`config.mk`:
```
export PLATFORM = sky130hd
export DESIGN_NAME = dma_read_arbiter
export DESIGN_NICKNAME = d
export VERILOG_FILES = /design/src/rtl/dma_read_arbiter_pkg.sv /design/src/rtl/dma_read_arbiter_rr_pick.sv /design/src/rtl/dma_read_arbiter.sv
export SDC_FILE = /design/constraint.sdc
export NUM_CORES = 1
export LEC_CHECK = 0
export ABC_AREA = 0
export CAP_MARGIN = 20
export CORE_ASPECT_RATIO = 0.9
export CORE_MARGIN = 1.5
export CORE_UTILIZATION = 37
export CTS_CLUSTER_DIAMETER = 80
export DETAILED_ROUTE_END_ITERATION = 8
export PLACE_DENSITY = 0.85
export SETUP_SLACK_MARGIN = 0.1
export SLEW_MARGIN = 40
export SYNTH_ARGS = -nofsm -noshare
export SYNTH_HDL_FRONTEND = slang
export SYNTH_SLANG_ARGS = --single-unit
```
`constraint.sdc`:
```
create_clock -name clk -period 2 [get_ports clk]
set_input_delay 0.4 -clock clk [delete_from_list [all_inputs] [get_ports clk]]
set_output_delay 0.4 -clock clk [all_outputs]
set_load 0.05 [all_outputs]
```
`src/rtl/dma_read_arbiter_pkg.sv`:
```
// Shared types for the DMA read arbiter.
//   state_e : arbiter FSM encoding (IDLE=0, ISSUE=1, RELEASE=2). The same
//             encoding is visible on the top-level dbg_state port.
package dma_read_arbiter_pkg;

  typedef enum logic [1:0] {
    ST_IDLE    = 2'd0,
    ST_ISSUE   = 2'd1,
    ST_RELEASE = 2'd2
  } state_e;

endpackage

```
`src/rtl/dma_read_arbiter_rr_pick.sv`:
```
// Combinational round-robin picker.
//   req_i : request vector, one bit per requester
//   ptr_i : index that has highest priority this round
//   any_o : at least one request is set
//   idx_o : first set request at or after ptr_i, wrapping past N-1 to 0
module rr_pick #(
  parameter int N     = 4,
  parameter int N_WID = 2
) (
  input  logic [N-1:0]     req_i,
  input  logic [N_WID-1:0] ptr_i,
  output logic             any_o,
  output logic [N_WID-1:0] idx_o
);

  int c;

  always_comb begin
    any_o = 1'b0;
    idx_o = '0;
    c     = 0;
    // Scan offsets 0..N-1 from the pointer; the first hit wins.
    for (int i = 0; i < N; i++) begin
      c = int'(ptr_i) + i;
      if (c >= N) c = c - N;
      if (!any_o && req_i[c]) begin
        any_o = 1'b1;
        idx_o = N_WID'(c);
      end
    end
  end

endmodule

```
`src/rtl/dma_read_arbiter.sv`:
```
// Shares one DMA RAM read port between REQ_NUM requesters, one word per grant,
// round-robin order, with a watchdog that aborts a stalled DMA read.
//
// Ports:
//   clk, rst      clock, synchronous active-high reset
//   req_read      per-requester read request (level, held until its req_valid)
//   req_addr      flattened addresses, requester i at [i*RAM_WID +: RAM_WID]
//   req_valid     per-requester data valid (one-hot or zero)
//   req_word      returned word, qualified by req_valid
//   ram_dma_addr  address to DMA
//   ram_read      read strobe to DMA, held until ram_valid
//   ram_valid     DMA data valid
//   ram_word      DMA data
//   grant_idx     current / last granted requester
//   busy          FSM not in IDLE
//   timeout_err   sticky watchdog abort flag, cleared only by rst
//   dbg_state     FSM state (state_e encoding)
//
// Handshake: a requester raises req_read and holds it; the arbiter answers
// with req_valid[g] and keeps it (and req_word) until the requester drops
// req_read[g] and the DMA has dropped ram_valid. On the DMA side ram_read is
// held until ram_valid is seen; ram_read falls the cycle after. A watchdog
// abort answers the requester with req_word=0 so it never deadlocks.
module dma_read_arbiter
  import dma_read_arbiter_pkg::*;
#(
  parameter int REQ_NUM      = 4,
  parameter int REQ_NUM_WID  = 2,
  parameter int RAM_WID      = 32,
  parameter int RAM_WORD_WID = 16,
  parameter int TIMEOUT_WID  = 16,
  parameter int TIMEOUT      = 1000
) (
  input  logic                       clk,
  input  logic                       rst,
  input  logic [REQ_NUM-1:0]         req_read,
  input  logic [REQ_NUM*RAM_WID-1:0] req_addr,
  output logic [REQ_NUM-1:0]         req_valid,
  output logic [RAM_WORD_WID-1:0]    req_word,
  output logic [RAM_WID-1:0]         ram_dma_addr,
  output logic                       ram_read,
  input  logic                       ram_valid,
  input  logic [RAM_WORD_WID-1:0]    ram_word,
  output logic [REQ_NUM_WID-1:0]     grant_idx,
  output logic                       busy,
  output logic                       timeout_err,
  output logic [1:0]                 dbg_state
);

  state_e                   state_q, state_d;
  logic [REQ_NUM_WID-1:0]   rr_ptr_q, rr_ptr_d;
  logic [REQ_NUM_WID-1:0]   grant_q, grant_d;
  logic [RAM_WID-1:0]       addr_q, addr_d;
  logic                     ram_read_q, ram_read_d;
  logic [REQ_NUM-1:0]       req_valid_q, req_valid_d;
  logic [RAM_WORD_WID-1:0]  req_word_q, req_word_d;
  logic [TIMEOUT_WID-1:0]   wdog_q, wdog_d;
  logic                     timeout_err_q, timeout_err_d;

  logic                     pick_any;
  logic [REQ_NUM_WID-1:0]   pick_idx;
  logic [REQ_NUM-1:0]       grant_onehot;
  logic [REQ_NUM_WID-1:0]   next_ptr;

  rr_pick #(
    .N     (REQ_NUM),
    .N_WID (REQ_NUM_WID)
  ) u_rr_pick (
    .req_i (req_read),
    .ptr_i (rr_ptr_q),
    .any_o (pick_any),
    .idx_o (pick_idx)
  );

  always_comb begin
    grant_onehot           = '0;
    grant_onehot[grant_q]  = 1'b1;
    // Priority moves to the requester after the one just served.
    next_ptr = (grant_q == REQ_NUM_WID'(REQ_NUM - 1)) ? '0 : grant_q + 1'b1;
  end

  always_comb begin
    state_d       = state_q;
    rr_ptr_d      = rr_ptr_q;
    grant_d       = grant_q;
    addr_d        = addr_q;
    ram_read_d    = ram_read_q;
    req_valid_d   = req_valid_q;
    req_word_d    = req_word_q;
    wdog_d        = wdog_q;
    timeout_err_d = timeout_err_q;

    case (state_q)
      ST_IDLE: begin
        ram_read_d = 1'b0;
        if (pick_any) begin
          grant_d    = pick_idx;
          addr_d     = req_addr[int'(pick_idx)*RAM_WID +: RAM_WID];
          ram_read_d = 1'b1;
          wdog_d     = '0;
          state_d    = ST_ISSUE;
        end
      end
      ST_ISSUE: begin
        if (ram_valid) begin
          req_word_d  = ram_word;
          req_valid_d = grant_onehot;
          ram_read_d  = 1'b0;
          rr_ptr_d    = next_ptr;
          state_d     = ST_RELEASE;
        end else if (wdog_q == TIMEOUT_WID'(TIMEOUT - 1)) begin
          // Abort: answer the requester with a zero word.
          req_word_d    = '0;
          req_valid_d   = grant_onehot;
          ram_read_d    = 1'b0;
          timeout_err_d = 1'b1;
          rr_ptr_d      = next_ptr;
          state_d       = ST_RELEASE;
        end else if (wdog_q != {TIMEOUT_WID{1'b1}}) begin
          wdog_d = wdog_q + 1'b1;
        end
      end
      ST_RELEASE: begin
        // Wait for both sides to let go before the next grant.
        if (!req_read[grant_q] && !ram_valid) begin
          req_valid_d = '0;
          wdog_d      = '0;
          state_d     = ST_IDLE;
        end
      end
      default: begin
        state_d = ST_IDLE;
      end
    endcase
  end

  always_ff @(posedge clk) begin
    if (rst) begin
      state_q       <= ST_IDLE;
      rr_ptr_q      <= '0;
      grant_q       <= '0;
      addr_q        <= '0;
      ram_read_q    <= 1'b0;
      req_valid_q   <= '0;
      req_word_q    <= '0;
      wdog_q        <= '0;
      timeout_err_q <= 1'b0;
    end else begin
      state_q       <= state_d;
      rr_ptr_q      <= rr_ptr_d;
      grant_q       <= grant_d;
      addr_q        <= addr_d;
      ram_read_q    <= ram_read_d;
      req_valid_q   <= req_valid_d;
      req_word_q    <= req_word_d;
      wdog_q        <= wdog_d;
      timeout_err_q <= timeout_err_d;
    end
  end

  assign req_valid    = req_valid_q;
  assign req_word     = req_word_q;
  assign ram_dma_addr = addr_q;
  assign ram_read     = ram_read_q;
  assign grant_idx    = grant_q;
  assign busy         = (state_q != ST_IDLE);
  assign timeout_err  = timeout_err_q;
  assign dbg_state    = state_q;

endmodule

```
# Word-level counts from Yosys, hierarchy flattened
# Index checks and enable logic that the tools add are counted.
totals:
  word_cells: 116
  ff_bits: 76
  input_bits: 151
classes:
  addsub: 9
  muxes: 52
  n_eq_ne: 11
  shifts: 1
  n_reduce_logical: 23
  bitwise_logic: 1
  n_lt_le_gt_ge: 10
ops:
  columns: ["cell", "count"]
  rows:
  - ["less-than comparator 32 x 4 -> 1 bit (second input constant)", 4]
  - ["2-to-1 mux 32 bit", 4]
  - ["indexed part select 128 x 8 -> 32 bit", 1]
  - ["2-to-1 mux 16 bit", 7]
  - ["greater-or-equal comparator 32 x 4 -> 1 bit (second input constant)", 3]
  - ["subtractor 32 x 4 -> 32 bit (second input constant)", 3]
  - ["case mux 16 bit (3 select lines)", 1]
  - ["2-to-1 mux 2 bit", 11]
  - ["2-to-1 mux 1 bit", 17]
  - ["adder 16 x 1 -> 16 bit (second input constant)", 1]
  - ["== test 16 x 10 -> 1 bit (second input constant)", 1]
  - ["inequality test 16 bit (second input constant)", 1]
  - ["2-to-1 mux 4 bit", 3]
  - ["binary-select mux 1 bit (select 2 bit)", 5]
  - ["inequality test 2 bit (second input constant)", 5]
  - ["AND reduction 3 bit", 3]
  - ["case mux 4 bit (2 select lines)", 1]
  - ["nonzero test 2 bit", 4]
  - ["adder 2 x 2 -> 3 bit (second input constant)", 2]
  - ["case mux 2 bit (3 select lines)", 1]
  - ["AND reduction 2 bit", 3]
  - ["AND reduction 6 bit", 1]
  - ["logical AND 1 bit", 5]
  - ["zero test 1 bit", 5]
  - ["14 further kinds", 15]

# Logic depth before layout (Yosys ltp)
# Gate-level depths: netlist of the first run.
depth:
  depth_word: 17
  ltp_mapped: 8
  ltp_nobuf: 6

# Hierarchy
# Synthesis of the first run repeated with hierarchy kept, for this count alone.
unflattened:
  hier_cells: 429
  hier_area_um2: 3936.3
modules_own_cells:
  columns: ["mod", "area_each_um2", "cells_each", "instances"]
  rows:
  - ["dma_read_arbiter", 3858.7, 414, 1]
  - ["rr_pick", 77.6, 15, 1]

# Least setup slack after synthesis of the first run
# No wires, ideal clock.
synth_timing:
  path_type: "reg-to-reg"
  start: "reg grant_q[0], in the netlist grant_idx[0]"
  end: "reg wdog_q[9]"
  arrival_ns: 2.039
  slack_ns: -0.110
  stages_incl_launch_ff: 8
  period_less_slack_ns: 2.110
  cell_sequence: "dfxtp_1 mux2i_1 a22oi_1 a211o_1 buf_4 buf_4 a21oi_2 mux2i_1"
synth_between:
  elab_chain_cells: 6
synth_lines:
  columns: ["item", "line", "source"]
  rows:
  - ["start, declared", "dma_read_arbiter.sv:52", "logic [REQ_NUM_WID-1:0] grant_q, grant_d;"]
  - ["start signal, assigned", "dma_read_arbiter.sv:151", "grant_q <= grant_d;"]
  - ["binary-select mux 1 bit (select 2 bit)", "dma_read_arbiter.sv:125", "if (!req_read[grant_q] && !ram_valid) begin"]
  - ["2-to-1 mux 1 bit (not written as such)", "dma_read_arbiter.sv:125", null]
  - ["zero test 1 bit", "dma_read_arbiter.sv:125", null]
  - ["logical AND 1 bit", "dma_read_arbiter.sv:125", null]
  - ["inequality test 2 bit (no source line)", null, null]
  - ["AND reduction 6 bit (no source line)", null, null]
  - ["end signal, assigned", "dma_read_arbiter.sv:156", "wdog_q <= wdog_d;"]
  - ["end, declared", "dma_read_arbiter.sv:57", "logic [TIMEOUT_WID-1:0] wdog_q, wdog_d;"]
# No other way between the ends. The select of a mux whose other input is x is not followed.
# A chain may end at the register's enable or synchronous reset.

# Worst setup path after layout of the first run
layout_timing:
  start: "reg wdog_q[1]"
  end: "reg wdog_q[4]"
layout_between:
  elab_chain_cells: 5
  word_cells_on_any_way: 10
layout_lines:
  columns: ["item", "line", "source"]
  rows:
  - ["adder 16 x 1 -> 16 bit", "dma_read_arbiter.sv:120", "wdog_d = wdog_q + 1'b1;"]
  - ["2-to-1 mux 16 bit", "dma_read_arbiter.sv:119", "end else if (wdog_q != {TIMEOUT_WID{1'b1}}) begin"]
  - ["2-to-1 mux 16 bit", "dma_read_arbiter.sv:111", "end else if (wdog_q == TIMEOUT_WID'(TIMEOUT - 1)) begin"]
  - ["2-to-1 mux 16 bit", "dma_read_arbiter.sv:105", "if (ram_valid) begin"]
  - ["case mux 16 bit (3 select lines)", "dma_read_arbiter.sv:93", "case (state_q)"]
# Parallel ways exist; a longest one is shown, timed or not. The select of a mux whose other input is x is not followed.

==> key figures, run 1 <==
Global route
  – Largest net degree at the start of global routing: 34
  – First-pass GRT wire length: 25300 um
  – Vias in the first global route: 5263
  – Total global-route track usage: 24.9%
  – GR peak layer: met2
  – Initial antenna violation count: 0
  – Met2 Usage GRT: 46.4%
  – GR Layer Usage met3: 5.95%
  – Gr ovfl total: 0
  – M1 GR Usage: 28.2%

Critical path
  – CP Launch Type: flip-flop
  – CP arrival: between 2000 and 2500 ps
  – CP max FO: 14
  – Crit Path Class: reg -> reg
  – Critical Path Sink Type: flip-flop
  – WP data required: about 2300 ps

Clock network
  – Number of buffers created by CTS: 9
  – H-tree levels: 3
  – Clk slew on worst S/H paths: ~60 ps
  – Clock Tree Buf Depth: 2
  – Insertion delay to the later sink of the worst-skew pair: 340 ps
  – Root Driver: clkbuf_16
  – CTS tree: done
  – Clock sink total: 76

Timing
  – Final setup viols: 0
  – Setup Skew: 7.73 ps
  – Final worst-path cycle share: slightly below 100%
  – Worst slew margin: 58.0%
  – RSZ-0062 raised after global routing: yes
  – Final Hold Violating Endpoints: 0
  – Highest clock rate: 0.518 GHz
  – Final min period: ~1900 ps
  – Tightest Pin Transition: between 600 and 700 ps
  – Setup_tns: 0 ps
  – Slew Viols, Final: 0

Floorplanning
  – I/O pin cnt: 210
  – Initial core utilization: a little under two fifths
  – Die area: roughly 12000 um2
  – CORE AREA: between 10000 and 15000 um2
  – # rows: 37
  – Die width: between 100 and 150 um
  – Die H: roughly 110 um

Synthesis
  – Synth Instances: 514
  – Post-synth top area share: a little over a third
  – Most frequent cells after synthesis: 76 x dfxtp_1, 66 x a211oi_1, 64 x o21a_1
  – Register area share after synthesis: about a third
  – Synthesized flop and latch total: between 70 and 80
  – Ys async rst share: 0%
  – Post-Syn Area per Cell: 8.50 um2
  – Cell taking the most area after synthesis: dfxtp_1
  – Netlist cell types: 44
  – Post-synth EDFFs: 0
  – Yosys warns: 0
  – Largest cells by area after synthesis: dfxtp_1 35%, a211oi_1 11%, o21a_1 11%, o41ai_1 6.4%, nand2_1 5.3%
  – Dominant synthesized flop cell: dfxtp_1
  – Post-Syn Area: 4370 um2
  – Cell with the most instances after synthesis: dfxtp_1
  – Syn nets: 670

Routing
  – Detail Route Antenna Nets: 0
  – Residual DRC: 0
  – Overall routed net length: about 16000 um
  – 1st-iter DRT viols: roughly 240
  – Drt first pass iters: 5
  – Via density: ~5.6
  – Total vias in the final route: 5033
  – WL/cell: about 18 um

Finish
  – Ant diodes: 0
  – Synth-to-layout area growth: 70.1%
  – Fraction of final layout cells sized beyond drive strength 1: around 16%
  – Post-layout nets: ~900
  – Util after Layout: roughly 65%
  – Fillers: between 900 and 1000

Place
  – Final GP Congestion: 0.826
  – HPWL Detailed: between 10000 and 15000 um
  – # port buffers: between 200 and 250

Pwr
  – Sw frac: between 30% and 40%
  – Internal power: 3.54 mW
  – Net Sw Power: approximately 2 mW
  – Leakage Power: 3.19 nW
  – Total power divided by cell area: 746 nW/um2
  – VDD IR max: ~0.00046 V
  – Clk network pwr share: 29.9%
  – Combinational share of power: around two fifths
  – Part of the power in registers: around a third

Hold path
  – HP Class: in -> reg

Run
  – Max cap viols: 0

Status
  – Outcome: finished, final reports clean
[what timing repair did]
item | 4_1_cts | 5_1_grt
buffers inserted | 5 | 2
hold endpoints to repair | 0 | 0
pin swaps | 4 | 3
hold buffers | 0 | 0
gates resized for setup | 38 | 53
cloned | 1 | 1
endpoints found under the setup margin | 64 | 72
[placed cells by master, fill, tap and decap left out, types with 17 or more instances in the layout]
cell type,instances
nand2_1,62
a211oi_1,64
mux2i_1,17
buf_4,41
o41ai_1,31
dfxtp_1,68
clkdlybuf4s50_1,147
dlymetal6s2s_1,33
dlygate4sd2_1,20
nor2_1,26
o21a_1,64
[final timing paths]
check | endpoint | start | cells past startpoint | slack [ps]
max | wdog_q[4] | wdog_q[1] | 7 | 70
max reg2reg | wdog_q[4] | wdog_q[1] | 7 | 70
min | timeout_err | rst | 2 | 420
min reg2reg | ram_dma_addr[20] | ram_dma_addr[20] | 2 | 450
[worst max-delay path, stage by stage (launching register included)]
cell	delay [ps]
dfxtp_2	340
ha_4	160
and4b_1	210
a41oi_2	170
or3b_4	440
buf_12	170
a21oi_2	160
mux2i_1	210
[area by class of cell]
| cell class | count | area (um2) | area share (%) |
|---|---|---|---|
| clock buffer | 10 | 229 | 3.08 |
| clock inverter | 6 | 72.6 | 0.977 |
| inverter | 5 | 18.8 | 0.253 |
| multi-input combinational | 383 | 2710 | 36.5 |
| sequential | 76 | 1530 | 20.6 |
| tap | 156 | 195 | 2.63 |
| timing repair buffer | 260 | 2670 | 35.9 |
[routing by layer]
metal | part of all wire (%) | wire length, um
met4 | 1.5 | 242
met5 | 0 | 0
met1 | 40 | 6550
met2 | 53 | 8720
met3 | 5.9 | 977
[cell families (layout without fill, tap and decap cells)]
kind of cell    after synthesis  after routing  share of synthesized area [%]
compound gates              215            216                           38.0
simple gates                145            145                           15.8
flops                        76             76                           34.8
buf+inv                      56            281                           6.04
mux                          17             17                           3.89
fa+ha+maj                     5              5                           1.43
[registers in the layout, summed over array words and instances, names as in the netlist]
name / count
ram_read: 1
req_valid: 4
timeout_err: 1
wdog_q: 16
dbg_state: 2
req_word: 16
rr_ptr_q: 2
ram_dma_addr: 32
grant_idx: 2
[per-stage QoR]
| stage | worst slack [ps] | cell area, um2 | hold WS, ps | std cells | power [mW] |
|---|---|---|---|---|---|
| floorplan | 100 | 4380 | 451 | 514 | 2.97 |
| CTS | 78.1 | 7250 | 406 | 893 | 5.53 |
| global route | 9.09 | 7430 | 418 | 896 | 5.77 |
| detailed placement | -435 | 6870 | 437 | 871 | 3.88 |
| global placement | -305 | 6870 | 431 | 871 | 3.82 |
| finish | 68.9 | 7430 | 416 | 896 | 5.54 |
[power groups by stage]
stage | Clock, mW | Sequential (mW) | Combinational (mW)
2_1_floorplan | 0 | 2.26 | 0.707
3_3_place_gp | 0 | 1.79 | 2.03
3_5_place_dp | 0 | 1.79 | 2.08
4_1_cts | 1.68 | 1.76 | 2.09
5_1_grt | 1.75 | 1.78 | 2.24
6_report | 1.66 | 1.76 | 2.12
No activity file was read; power rests on OpenSTA's default activity.
==> run 2: changes to the inputs <==
- CTS_CLUSTER_DIAMETER: 80 -> 40
- SKIP_LAST_GASP: unset -> 1
==> results of run 2 <==
No change in the layout: final DEF, timing and power equal those of run 1.
